$ cat src/rtl/fetch_decode.sv
// Instruction fetch/decode sequencer: drives the ROM address, registers the returned
// word, splits it into datapath control fields and handles LRLI, branches and stalls.
module fetch_decode #(
  parameter int PC_W = 8,
  parameter int IW   = 16
) (
  input  logic            clk,
  input  logic            rst,
  input  logic [IW-1:0]   instr_in,
  input  logic            stall,
  input  logic            branch_en,
  input  logic [PC_W-1:0] branch_target,
  output logic [PC_W-1:0] pc,
  output logic            valid,
  output logic [1:0]      cls,
  output logic [4:0]      opcode,
  output logic            imm_form,
  output logic [2:0]      da,
  output logic [2:0]      aa,
  output logic [2:0]      ba,
  output logic [8:0]      imm,
  output logic [IW-1:0]   const_word,
  output logic            two_word
);

  typedef enum logic {FETCH = 1'b0, EXT = 1'b1} state_t;

  state_t state, state_next;

  // Handshake: there is no ready; valid is a one-cycle strobe per instruction unless
  // stall holds every output, in which case the same instruction stays presented.

  logic [1:0]      dec_cls;
  logic [4:0]      dec_opcode;
  logic            dec_imm_form;
  logic [2:0]      dec_da, dec_aa, dec_ba;
  logic [8:0]      dec_imm;
  logic            is_lrli;

  logic [PC_W-1:0] pc_n;
  logic            valid_n;
  logic [1:0]      cls_n;
  logic [4:0]      opcode_n;
  logic            imm_form_n;
  logic [2:0]      da_n, aa_n, ba_n;
  logic [8:0]      imm_n;
  logic [IW-1:0]   const_word_n;
  logic            two_word_n;

  // Field split of the incoming ROM word.
  always_comb begin
    dec_cls      = instr_in[15:14];
    dec_opcode   = 5'd0;
    dec_imm_form = 1'b0;
    dec_da       = 3'd0;
    dec_aa       = 3'd0;
    dec_ba       = 3'd0;
    dec_imm      = 9'd0;
    case (instr_in[15:14])
      2'b11: begin
        dec_opcode   = {3'b000, instr_in[13:12]};
        dec_da       = instr_in[11:9];
        dec_imm      = instr_in[8:0];
        dec_imm_form = 1'b1;
      end
      2'b01: begin
        dec_opcode = instr_in[13:9];
        dec_da     = instr_in[8:6];
        dec_aa     = instr_in[5:3];
        dec_ba     = instr_in[2:0];
      end
      default: begin
        if (instr_in[15:14] == 2'b00 || instr_in[13]) begin
          dec_opcode   = {2'b00, instr_in[13:11]};
          dec_da       = instr_in[10:8];
          dec_imm      = {1'b0, instr_in[7:0]};
          dec_imm_form = 1'b1;
        end else begin
          dec_opcode = instr_in[13:9];
          dec_da     = instr_in[8:6];
          dec_aa     = instr_in[5:3];
          dec_ba     = instr_in[2:0];
        end
      end
    endcase
  end

  assign is_lrli = (instr_in[15:14] == 2'b10) && (instr_in[13:9] == 5'b00010);

  always_ff @(posedge clk or posedge rst) begin
    if (rst) state <= FETCH;
    else     state <= state_next;
  end

  always_comb begin
    state_next = state;
    if (branch_en) begin
      state_next = FETCH;
    end else if (!stall) begin
      case (state)
        FETCH:   state_next = is_lrli ? EXT : FETCH;
        EXT:     state_next = FETCH;
        default: state_next = FETCH;
      endcase
    end
  end

  // Next values of the registered outputs; default is to hold.
  always_comb begin
    pc_n         = pc;
    valid_n      = valid;
    cls_n        = cls;
    opcode_n     = opcode;
    imm_form_n   = imm_form;
    da_n         = da;
    aa_n         = aa;
    ba_n         = ba;
    imm_n        = imm;
    const_word_n = const_word;
    two_word_n   = two_word;
    if (branch_en) begin
      pc_n    = branch_target;
      valid_n = 1'b0;
    end else if (!stall) begin
      pc_n = pc + {{(PC_W-1){1'b0}}, 1'b1};
      if (state == FETCH) begin
        cls_n        = dec_cls;
        opcode_n     = dec_opcode;
        imm_form_n   = dec_imm_form;
        da_n         = dec_da;
        aa_n         = dec_aa;
        ba_n         = dec_ba;
        imm_n        = dec_imm;
        valid_n      = !is_lrli;
        const_word_n = '0;
        two_word_n   = 1'b0;
      end else begin
        const_word_n = instr_in;
        valid_n      = 1'b1;
        two_word_n   = 1'b1;
      end
    end
  end

  always_ff @(posedge clk or posedge rst) begin
    if (rst) begin
      pc         <= '0;
      valid      <= 1'b0;
      cls        <= 2'd0;
      opcode     <= 5'd0;
      imm_form   <= 1'b0;
      da         <= 3'd0;
      aa         <= 3'd0;
      ba         <= 3'd0;
      imm        <= 9'd0;
      const_word <= '0;
      two_word   <= 1'b0;
    end else begin
      pc         <= pc_n;
      valid      <= valid_n;
      cls        <= cls_n;
      opcode     <= opcode_n;
      imm_form   <= imm_form_n;
      da         <= da_n;
      aa         <= aa_n;
      ba         <= ba_n;
      imm        <= imm_n;
      const_word <= const_word_n;
      two_word   <= two_word_n;
    end
  end

endmodule

$ cat config.mk
export PLATFORM = sky130hd
export DESIGN_NAME = fetch_decode
export DESIGN_NICKNAME = d
export VERILOG_FILES = /design/src/rtl/fetch_decode.sv
export SDC_FILE = /design/constraint.sdc
export NUM_CORES = 1
export LEC_CHECK = 0
export CORE_ASPECT_RATIO = 0.8
export CORE_MARGIN = 2
export CORE_UTILIZATION = 45
export CTS_CLUSTER_DIAMETER = 40
export DETAILED_ROUTE_END_ITERATION = 16
export PLACE_DENSITY = 0.83
export SKIP_LAST_GASP = 1
export SYNTH_ARGS = -nofsm -noshare
export SYNTH_HDL_FRONTEND = slang
export SYNTH_SLANG_ARGS = --single-unit
$ cat constraint.sdc
create_clock -name clk -period 1.95 [get_ports clk]
set_input_delay 0.2925 -clock clk [delete_from_list [all_inputs] [get_ports clk]]
set_output_delay 0.2925 -clock clk [all_outputs]
set_load 0.02 [all_outputs]
==> reports/results.tsv, run 1 <==
metric	value	unit
status	completed	
Post-Route Utilization	0.664	
Die H	69.1	um
nets	335	
most area-hungry cell type in the Yosys netlist	dfrtp_1	
Setup crit end kind	output port	
Final WS setup	0.234	ns
ANT nets after route	0	
dpl hpwl	4540	um
CTS tree	built	
final setup vio count	0	
crit path capture	pc[2]	
# rows	23	
synth top area cells	dfrtp_1, nand2_1, a22o_1	
Slew HR	0.740	
total wire length	6260	um
YS warnings	0	
Layout area overhead	41.1	%
worst reg2reg path endpoint	imm[3]	
delay-heaviest family, CP	buffers and inverters	
Max Cap Viol	0	
Clk pin slew, worst setup/hold paths	0.09	ns
synth cell count leaders	dfrtp_1, nand2_1, o21ai_0, a22o_1, clkbuf_1	
Pwr Total	2490	uW
CP cell instances	clkdlybuf4s50_1	
Top FF cell, synth	dfrtp_1	
syn nets	255	
slowest stage cell on the critical path	clkdlybuf4s50_1	
Synth Instances	226	
Cell variety after synth	36	
die area	5900	um^2
met3 Use GR	0.0407	
sequential-to-total area share from yosys stat	0.556	
Critical R2R Launch	state	
initial antenna violation count	0	
Slew Limit Fails	0	
Post-Syn Area	2380	um^2
number of synthesized register bits	53	
post-route minimum period	1.72	ns
post-synth top area share	0.556	
via count	2007	
Root Driver	clkbuf_8	
RSZ-0062 raised after global routing	false	
post-route cell area	3360	um^2
Die X	85.4	um
max incr delay on CP	0.65	ns
worst-case vdd ir drop	0.534	mV
CTS H-tree depth	2	
Post-DP Area	3270	um^2
Critical Path Start Type	register	
clk_lat worst skew	0.30	ns
Period Utilization, post-route	0.880	
count leader, synth	dfrtp_1	
Worst path depth	1	
Crit Path Category	reg -> out	
WP data arrival	1.42	ns
reg2reg path depth	3	
pin count of the biggest net entering global routing	54	
Lkg Pwr	0.00145	uW
setup TNS	0	ns
clk buf depth	2	
# resized after CTS	0	
Buf+Inv Stages, Crit Path	1	
grt total ovfl	0	
Hold WC Path Type	in -> async	
reg-to-reg slack, setup	0.41	ns
pre-CTS setup slack	0.0758	ns
Total GRT Usage	0.226	
wire per inst	17.0	um
Top Usage Layer GRT	met2	
global-route wire length before repair	10600	um
Final Hold Viols	0	
CTS Buf Count	5	
CTS Hold Bufs	0	
ANT cells	0	
total setup buffers inserted after CTS	0	
CP Max Fanout	6	
total I/O pin count	80	
Starting DRT DRC Count	163	
Pwr per Cell Area	740	nW/um^2
clock sink count	53	
met1 usage	0.338	
Post-synth EDFFs	0	
syn avg cell area	10.6	um^2
Routability Congestion	0.765	
Least-Margin Pin Slew	0.390	ns
core box area	5060	um^2
drt first pass iters	4	
maximum clock frequency	0.583	GHz
DRC viols	0	
Crit. Startpoint	pc[2]	
layout cell share with drive strength beyond 1	0.0879	
Vias/cell	5.44	
met2 Usage GRT	0.340	
# port buffers	79	
clock skew	0.00469	ns
Starting Density	0.471	
CP required	1.66	ns
ys async rst share	1.00	
number of global-route vias before repair	1993	
state kept, by name (all words and copies together) (netlist names), 2 cells and up:
register and cells:
opcode 5, const_word 16, imm 9, cls 2, pc 8, ba 3, da 3, aa 3
power breakdown:
part	total (uW)	switching, uW	internal, uW
sequential	1250	65.8	1180
combinational	593	295	297
clock	649	361	289
worst min path at each step:
| stage | depth (start not counted) | end |
|---|---|---|
| 6_report | 3 | pc[7] |
| 5_1_grt | 3 | pc[6] |
| 2_1_floorplan | 2 | pc[6] |
| 3_3_place_gp | 2 | const_word[10] |
| 3_5_place_dp | 2 | opcode[2] |
| 4_1_cts | 3 | pc[7] |
logic make-up after synthesis:
logic type      count (synthesis)  synth area share
compound gates                 62             0.177
xor+xnor                        5            0.0184
fa+ha+maj                       1           0.00525
buf+inv                        21            0.0451
flops                          53             0.556
mux                             8            0.0352
simple gates                   76             0.163
final cells by class:
class / instances / area, um^2
Multi-Input combinational cell: 152 / 951
Clock buffer: 6 / 82.6
Clock inverter: 2 / 13.8
Tap cell: 62 / 77.6
Inverter: 4 / 15.0
Sequential cell: 53 / 1330
Timing Repair Buffer: 90 / 898
Fill cell: 391 / 1700
through the flow:
step	hold slack (ns)	std cells
after floorplan	0.408	226
after global placement	0.463	361
after detailed placement	0.474	361
after CTS	0.359	369
after global routing	0.365	369
final	0.348	369
cell usage in the layout, fill, tap and decap left out, types with 4 or more instances in the layout:
| master | synthesis | routed |
|---|---|---|
| a211o_1 | 4 | 4 |
| a21oi_1 | 7 | 7 |
| a22o_1 | 19 | 19 |
| and3b_1 | 5 | 5 |
| buf_4 | 0 | 9 |
| clkbuf_8 | 0 | 6 |
| clkdlybuf4s50_1 | 0 | 79 |
| dfrtp_1 | 53 | 53 |
| mux2i_1 | 5 | 5 |
| nand2_1 | 45 | 45 |
| nand2b_1 | 4 | 4 |
| nand3_1 | 5 | 5 |
| o21ai_0 | 24 | 24 |
| xor2_1 | 5 | 5 |
metal layers:
layer  wire length [um]  vias up
li1                   -      959
met1               2880      976
met2               3000       66
met3                312        6
met4                 66        0
met5                  0        -
Note: power is estimated with default switching activity, not from simulation.
==> run 2, diff against run 1 <==
SLEW_MARGIN = 20   (was not set)
==> results of run 2 <==
Same layout as run 1: the final DEF is identical, and so are final timing and power.
